## config.mk

```make
export PLATFORM = sky130hd
export DESIGN_NAME = plane_fetch_seq
export DESIGN_NICKNAME = d
export VERILOG_FILES = /design/src/rtl/plane_fetch_seq_pkg.sv /design/src/rtl/plane_addr_calc.sv /design/src/rtl/plane_fetch_seq.sv
export SDC_FILE = /design/constraint.sdc
export NUM_CORES = 1
export LEC_CHECK = 0
export CORE_UTILIZATION = 45
export DETAILED_ROUTE_END_ITERATION = 10
export PLACE_DENSITY = 0.81
export SLEW_MARGIN = 0
export SYNTH_ARGS = -nofsm -noshare
export SYNTH_HDL_FRONTEND = slang
export SYNTH_SLANG_ARGS = --single-unit
```

## constraint.sdc

```tcl
create_clock -name clk_24M -period 5.2 [get_ports clk_24M]
set_input_delay 0.78 -clock clk_24M [delete_from_list [all_inputs] [get_ports clk_24M]]
set_output_delay 0.78 -clock clk_24M [all_outputs]
set_load 0.02 [all_outputs]
```

## src/rtl/plane_fetch_seq_pkg.sv

```systemverilog
// Shared constants for the fix/A/B plane fetch sequencer: VRAM map, pixel phases,
// FSM state encoding and tile-word fields. Row-scroll constants exist under PLANE_ROWSCROLL_EN.
package plane_fetch_seq_pkg;

  localparam int VA_W        = 13;
  localparam int GA_W        = 13;
  localparam int TILE_CODE_W = 8;
  localparam int TILE_COL_W  = 8;
  localparam int CODE10_W    = 10;

  localparam logic [VA_W-1:0] VRAM_BASE_FIX = 13'h0000;
  localparam logic [VA_W-1:0] VRAM_BASE_A   = 13'h0800;
  localparam logic [VA_W-1:0] VRAM_BASE_B   = 13'h1000;
`ifdef PLANE_ROWSCROLL_EN
  localparam logic [VA_W-1:0] VRAM_BASE_RS_A = 13'h1800;
  localparam logic [VA_W-1:0] VRAM_BASE_RS_B = 13'h1900;
  localparam logic [8:0]      PXH_RS_A       = 9'h190;
  localparam logic [8:0]      PXH_RS_B       = 9'h191;
`endif

  localparam logic [8:0] PXH_FIRST = 9'h020;
  localparam logic [8:0] PXH_LAST  = 9'h19F;

  // FSM state encoding, also visible on the debug port
  localparam logic [3:0] ST_IDLE  = 4'd0;
  localparam logic [3:0] ST_RD_F  = 4'd1;
  localparam logic [3:0] ST_LT_F  = 4'd2;
  localparam logic [3:0] ST_RD_A  = 4'd3;
  localparam logic [3:0] ST_LT_A  = 4'd4;
  localparam logic [3:0] ST_RD_B  = 4'd5;
  localparam logic [3:0] ST_LT_B  = 4'd6;
  localparam logic [3:0] ST_RD_RS = 4'd7;
  localparam logic [3:0] ST_LT_RS = 4'd8;

  // Tile word is {col[7:0], code[7:0]}; the 10-bit code borrows col[1:0]
  function automatic logic [CODE10_W-1:0] tile_code10(input logic [15:0] word);
    return {word[TILE_CODE_W+1:TILE_CODE_W], word[TILE_CODE_W-1:0]};
  endfunction

  function automatic logic [TILE_COL_W-1:0] tile_col(input logic [15:0] word);
    return word[15:TILE_CODE_W];
  endfunction

endpackage

```

## src/rtl/plane_addr_calc.sv

```systemverilog
// Combinational per-plane address math: scrolled X/Y, VRAM map address, tile row
// select (flip aware) and GFX ROM row address composition.
module plane_addr_calc
  import plane_fetch_seq_pkg::*;
(
  input  logic [8:0]          pxh,
  input  logic [7:0]          row,
  input  logic [8:0]          scrx,
  input  logic [7:0]          scry,
  input  logic                flip,
  input  logic [VA_W-1:0]     base,
  input  logic [CODE10_W-1:0] code10,
  input  logic [2:0]          ty3_lat,
  output logic [VA_W-1:0]     va,
  output logic [2:0]          ty3,
  output logic [GA_W-1:0]     ga
);

  logic       x_carry;
  logic [5:0] tile_x;
  logic [7:0] y;

  always_comb begin
    // x = pxh + scrx + 8 (mod 512); only x[8:3] is needed, so fold the fine carry in
    x_carry = ({1'b0, pxh[2:0]} + {1'b0, scrx[2:0]}) > 4'd7;
    tile_x  = pxh[8:3] + scrx[8:3] + 6'd1 + {5'd0, x_carry};
    y       = row + scry;
    ty3     = flip ? ~y[2:0] : y[2:0];
    va      = base + {2'b00, y[7:3], tile_x};
    ga      = {code10, ty3_lat};
  end

endmodule

```

## src/rtl/plane_fetch_seq.sv

```systemverilog
// Tilemap fetch sequencer for fix/A/B planes: reads tile words from VRAM per 8-pixel group
// and presents GA/COL/fine-scroll to the plane processor. Row scroll under PLANE_ROWSCROLL_EN.
module plane_fetch_seq
  import plane_fetch_seq_pkg::*;
(
  input  logic        clk_24M,
  input  logic        nRES,
  input  logic        ce_6M,
  input  logic [8:0]  PXH,
  input  logic [7:0]  ROW,
  input  logic        FLIP_SCREEN,
  input  logic [8:0]  SCRX_A,
  input  logic [8:0]  SCRX_B,
  input  logic [7:0]  SCRY_A,
  input  logic [7:0]  SCRY_B,
  output logic [12:0] VA,
  input  logic [15:0] VD,
  output logic [12:0] GA,
  output logic [7:0]  COL,
  output logic        ZA1H,
  output logic        ZA2H,
  output logic        ZA4H,
  output logic        ZB1H,
  output logic        ZB2H,
  output logic        ZB4H,
  output logic [3:0]  dbg_state,
  output logic [1:0]  dbg_sub
);

  // VRAM bus: VA is registered in the RD_x cycle; VD is valid the following cycle
  // (LT_x) and is captured at the end of it. No handshake, fixed one-cycle latency.

  logic [3:0]      state_q;
  logic [1:0]      sub_q;
  logic            armed_q;
  logic [2:0]      ty3_q;
  logic [2:0]      za_q, zb_q;
  logic [GA_W-1:0] stg_f_ga, stg_a_ga, stg_b_ga;
  logic [7:0]      stg_f_col, stg_a_col, stg_b_col;

  logic            in_range;
  logic [8:0]      scrx_a_eff, scrx_b_eff;
  logic [8:0]      calc_scrx;
  logic [7:0]      calc_scry;
  logic [VA_W-1:0] calc_base, calc_va;
  logic [2:0]      calc_ty3;
  logic [GA_W-1:0] calc_ga;

  assign in_range = (PXH >= PXH_FIRST) && (PXH <= PXH_LAST);

`ifdef PLANE_ROWSCROLL_EN
  logic       rs_sel_q;
  logic [8:0] rs_pend_a, rs_pend_b, rs_act_a, rs_act_b;
  logic       rs_pend_a_vld, rs_pend_b_vld, rs_act_a_vld, rs_act_b_vld;

  assign scrx_a_eff = rs_act_a_vld ? rs_act_a : SCRX_A;
  assign scrx_b_eff = rs_act_b_vld ? rs_act_b : SCRX_B;

  // Offsets fetched during a line become active once that line's last pixel is reached
  always_ff @(posedge clk_24M or negedge nRES) begin
    if (!nRES) begin
      rs_sel_q      <= 1'b0;
      rs_pend_a     <= '0;
      rs_pend_b     <= '0;
      rs_act_a      <= '0;
      rs_act_b      <= '0;
      rs_pend_a_vld <= 1'b0;
      rs_pend_b_vld <= 1'b0;
      rs_act_a_vld  <= 1'b0;
      rs_act_b_vld  <= 1'b0;
    end else begin
      if (ce_6M && PXH == PXH_RS_A) rs_sel_q <= 1'b0;
      if (ce_6M && PXH == PXH_RS_B) rs_sel_q <= 1'b1;
      if (state_q == ST_LT_RS) begin
        if (!rs_sel_q) begin
          rs_pend_a     <= VD[8:0];
          rs_pend_a_vld <= 1'b1;
        end else begin
          rs_pend_b     <= VD[8:0];
          rs_pend_b_vld <= 1'b1;
        end
      end
      if (ce_6M && PXH == PXH_LAST) begin
        rs_act_a     <= rs_pend_a;
        rs_act_b     <= rs_pend_b;
        rs_act_a_vld <= rs_pend_a_vld;
        rs_act_b_vld <= rs_pend_b_vld;
      end
    end
  end
`else
  assign scrx_a_eff = SCRX_A;
  assign scrx_b_eff = SCRX_B;
`endif

  // Plane selection follows the pixel phase that launches each fetch
  always_comb begin
    calc_base = VRAM_BASE_FIX;
    calc_scrx = '0;
    calc_scry = '0;
    case (PXH[2:0])
      3'd2: begin
        calc_base = VRAM_BASE_A;
        calc_scrx = scrx_a_eff;
        calc_scry = SCRY_A;
      end
      3'd4: begin
        calc_base = VRAM_BASE_B;
        calc_scrx = scrx_b_eff;
        calc_scry = SCRY_B;
      end
      default: ;
    endcase
  end

  plane_addr_calc u_calc (
    .pxh     (PXH),
    .row     (ROW),
    .scrx    (calc_scrx),
    .scry    (calc_scry),
    .flip    (FLIP_SCREEN),
    .base    (calc_base),
    .code10  (tile_code10(VD)),
    .ty3_lat (ty3_q),
    .va      (calc_va),
    .ty3     (calc_ty3),
    .ga      (calc_ga)
  );

  always_ff @(posedge clk_24M or negedge nRES) begin
    if (!nRES) begin
      state_q   <= ST_IDLE;
      sub_q     <= 2'd0;
      armed_q   <= 1'b0;
      ty3_q     <= 3'd0;
      VA        <= '0;
      GA        <= '0;
      COL       <= '0;
      za_q      <= 3'd0;
      zb_q      <= 3'd0;
      stg_f_ga  <= '0;
      stg_a_ga  <= '0;
      stg_b_ga  <= '0;
      stg_f_col <= '0;
      stg_a_col <= '0;
      stg_b_col <= '0;
    end else begin
      sub_q <= ce_6M ? 2'd0 : sub_q + 2'd1;

      case (state_q)
        ST_RD_F: state_q <= ST_LT_F;
        ST_RD_A: state_q <= ST_LT_A;
        ST_RD_B: state_q <= ST_LT_B;
        ST_LT_F: begin
          stg_f_ga  <= calc_ga;
          stg_f_col <= tile_col(VD);
          state_q   <= ST_IDLE;
        end
        ST_LT_A: begin
          stg_a_ga  <= calc_ga;
          stg_a_col <= tile_col(VD);
          state_q   <= ST_IDLE;
        end
        ST_LT_B: begin
          stg_b_ga  <= calc_ga;
          stg_b_col <= tile_col(VD);
          state_q   <= ST_IDLE;
        end
`ifdef PLANE_ROWSCROLL_EN
        ST_RD_RS: state_q <= ST_LT_RS;
        ST_LT_RS: state_q <= ST_IDLE;
`endif
        default: state_q <= ST_IDLE;
      endcase

      if (ce_6M) begin
        if (!in_range) begin
          armed_q <= 1'b0;
        end else begin
          // armed_q gates windows until a full group has been fetched since reset/line start
          case (PXH[2:0])
            3'd0: begin
              if (armed_q) begin
                GA  <= stg_f_ga;
                COL <= stg_f_col;
              end
              za_q <= scrx_a_eff[2:0];
              zb_q <= scrx_b_eff[2:0];
            end
            3'd2: begin
              state_q <= ST_RD_A;
              VA      <= calc_va;
              ty3_q   <= calc_ty3;
            end
            3'd4: begin
              if (armed_q) begin
                GA  <= stg_a_ga;
                COL <= stg_a_col;
              end
              state_q <= ST_RD_B;
              VA      <= calc_va;
              ty3_q   <= calc_ty3;
            end
            3'd6: begin
              if (armed_q) begin
                GA  <= stg_b_ga;
                COL <= stg_b_col;
              end
              state_q <= ST_RD_F;
              VA      <= calc_va;
              ty3_q   <= calc_ty3;
              armed_q <= 1'b1;
            end
            default: ;
          endcase
`ifdef PLANE_ROWSCROLL_EN
          if (PXH == PXH_RS_A) begin
            state_q <= ST_RD_RS;
            VA      <= VRAM_BASE_RS_A + {5'd0, ROW};
          end
          if (PXH == PXH_RS_B) begin
            state_q <= ST_RD_RS;
            VA      <= VRAM_BASE_RS_B + {5'd0, ROW};
          end
`endif
        end
      end
    end
  end

  assign {ZA4H, ZA2H, ZA1H} = za_q;
  assign {ZB4H, ZB2H, ZB1H} = zb_q;
  assign dbg_state = state_q;
  assign dbg_sub   = sub_q;

endmodule
```

==> results by group <==
STA
  • Slew Viols, Final: 0
  • Final setup viols: 0
  • Fin Clk Skew: 0.008910 ns
  • Slew @ Worst Pin: 1.088 ns
  • Worst rel slew slack: 27.45%
  • Fmax: 244.0 MHz
  • Period minus WS final: 4.099 ns
  • Final setup TNS: 0 ns
  • RSZ-0062 raised after global routing: no
  • Final worst path period share: about four fifths
  • Final worst setup slack: 1.101 ns
  • Fin. Hold Viols: 0

Critical path
  • RR Startpoint: dbg_state[0]
  • Setup slack, reg-to-reg: between 3 and 4 ns
  • Worst Setup End Kind: flip-flop
  • Required @ worst endpoint: 5.40 ns
  • R2R depth: 2
  • Worst EP arrival: 4.29 ns
  • Critical path peak fanout: 11
  • Nature of the critical path startpoint: input port
  • FF-to-FF End: stg_b_ga[1]
  • Kind of critical path: in -> reg

Clock network
  • # H-tree levels: 3
  • CTS resizes: 0
  • Reg clk slew, reported paths: about 0.070 ns
  • Clock Tree Buf Depth: 2
  • Setup Buffers After CTS: 0
  • Clk_lat worst skew: approximately 0.35 ns
  • CTS buffer count: 9
  • CTS sink count: 104
  • Post-CTS Hold Buffers: 0
  • CTS tree: done
  • CTS root buffer: clkbuf_16

Global route
  • GRT Residual Overflow: 0
  • Initial antenna violation count: 0
  • Largest net degree at the start of global routing: 63
  • Global-route wire length before repair: between 15000 and 20000 um
  • GRT Overall Usage: 20.79%
  • Vias in the first global route: 3811

Min path
  • Hold Path Class: in -> async

Detailed routing
  • Final wirelength: 11470 um
  • WL met1: slightly above 5000 um
  • Top Layer Used: met4
  • WL met3: 475 um
  • DRC: 0
  • Vias per cell: ~5.4
  • Detail Route Antenna Nets: 0
  • Routed wl met2: 5779 um
  • Initial DRC Count: 127
  • Wire per inst: about 17 um
  • Via count: 3684
  • Initial DRT Pass Iterations: 4

Layout
  • Inserted Diodes: 0
  • Final Cell Area: 6729 sq um
  • Layout cells sized above 1: approximately 17%
  • Commonest non-fill, non-tap cells in the layout: clkdlybuf4s50_1 (113), dfrtp_1 (104), mux2_2 (63), nand2_1 (37), o21ai_0 (23)
  • Area of the multi-input gates: 2414 sq um
  • Final net count: 634
  • Fill cells: 909
  • Commonest non-fill, non-tap cell in the layout: clkdlybuf4s50_1
  • FF/Latch Area: 2603 sq um
  • Area growth syn-to-layout: 30.34%

Synthesis
  • Yosys reg bits: 104
  • Post-Synth XOR/XNOR Area: slightly above 3%
  • Synth Area in Simple Gates: 6.423%
  • Largest family of logic cells by synthesized area: multiplexers
  • Post-synth top area cell: dfrtp_1
  • Number of flops mapped to enable cells by yosys: 0
  • Synthesized area: 5162 sq um
  • Synth warnings: 0
  • Adder-cell share of the synthesized area: 5.381%
  • Mean post-synth cell area: 11.87 sq um
  • Top cell type's share of synthesized area: 50.41%
  • Post-Syn Instances: 435
  • Async SR Flop Fraction: 100.0%
  • Syn Nets: around 530
  • Post-synthesis compound-gate area fraction: 9.840%
  • Dominant synthesized flop cell: dfrtp_1
  • Mux cell area share after synthesis: a little over a fifth
  • Post-synthesis sequential area ratio: 50.41%
  • Synth top area cells: dfrtp_1 (50%), mux2_2 (14%), ha_1 (4.6%)
  • Synth unique cells: 38

Floorplanning
  • I/O Pins: 117
  • Starting utilization of the core area: 46.80%
  • Die Height: 109.1 um
  • Row cnt: 38
  • Core area: 11030 sq um
  • Die footprint: 11900 sq um
  • Die width: 109.1 um

Place
  • Detailed Place HPWL: 8039 um
  • Port Buffers: about 120
  • DP Worst Slack: 0.8040 ns
  • Dpl cell area: ~6400 sq um
  • GPL Wtd Cong: 0.8504

Power and ir drop
  • Pwr dens: 426.0 nW/um^2
  • Peak VDD IR: about 0.00027 V
  • Total power: 2.866 mW
  • Leak: 2.963 nW

Status
  • Status: finished, final reports clean

Job
  • MaxCap Viol Count: 0
per-stage QoR:
step | hold WS [ns] | instances | utilization, %
4_1_cts | 0.4305 | 687 | 61.00
5_1_grt | 0.4470 | 687 | 61.00
3_5_place_dp | 0.4537 | 671 | 58.14
3_3_place_gp | 0.4519 | 671 | 58.14
6_report | 0.4152 | 687 | 61.00
2_1_floorplan | 0.4792 | 435 | -
worst max path at each step:
stage	from	end	slack [ns]	depth (start not counted)
after global routing	PXH[2]	VA[4]	0.85	17
final	PXH[2]	VA[4]	1.10	17
after detailed placement	PXH[2]	VA[4]	0.80	17
after floorplan	PXH[2]	VA[4]	1.60	17
after global placement	PXH[2]	VA[4]	1.07	17
after CTS	PXH[2]	VA[4]	1.14	17
cell type report:
type	instances	share of cell area [%]
clock buffers	9	3.347
clock inverters	7	1.339
inverters	9	0.5020
multi-input cells	297	35.87
flip-flops and latches	104	38.68
well taps	140	2.603
repair buffers	121	17.66
where the power goes:
group | leakage [nW] | internal (mW) | switching [mW] | total [mW]
logic | 1.55 | 0.507 | 0.413 | 0.920
registers | 1.27 | 1.09 | 0.153 | 1.24
clock network | 0.147 | 0.383 | 0.319 | 0.703
total | 2.96 | 1.98 | 0.886 | 2.87
critical path, stage by stage:
cell and delay [ns]:
clkdlybuf4s50_1 0.70, nor2b_1 0.46, buf_4 0.25, a22oi_1 0.11, nor2_1 0.14, ha_1 0.25, a21oi_1 0.15, ha_1 0.25
inv_1 0.06, ha_1 0.19, inv_1 0.07, fa_1 0.40, inv_1 0.08, a21o_1 0.13, a21oi_1 0.07, xor2_1 0.14
o21ai_1 0.07
kinds of logic after synthesis:
kind of cell / after synthesis
compound gates: 82
xor+xnor: 18
fa+ha+maj: 21
buf+inv: 34
flops: 104
mux: 102
other cells: 1
simple gates: 73
state kept, by name, indices dropped and copies added (netlist names):
register / count
stg_f_ga: 12
COL: 7
zb_q: 3
armed_q: 1
VA: 13
GA: 12
stg_b_col: 7
stg_a_col: 7
dbg_sub: 2
stg_b_ga: 12
ty3_q: 3
dbg_state: 3
stg_f_col: 7
stg_a_ga: 12
za_q: 3
metal layers:
metal | global-route usage (%) | vias to the layer above
met5 | 0 | -
met4 | 7.046 | 0
met3 | 4.124 | 16
met2 | 35.71 | 95
met1 | 26.07 | 1837
li1 | - | 1736
cells in the mapped netlist, drive strengths merged (3+ instances only):
library cell  instances
a21o                  4
ha                   19
o21ai                37
xor2                 10
nor2                 19
o21a                  3
o21bai                3
dfrtp               104
a22oi                14
nand2                37
nor2b                 3
inv                   9
nand3b                5
mux2                 83
a21oi                15
a211oi                3
buf                  13
xnor2                 8
clkbuf               12
mux2i                19
(Power assumes the default switching activity.)
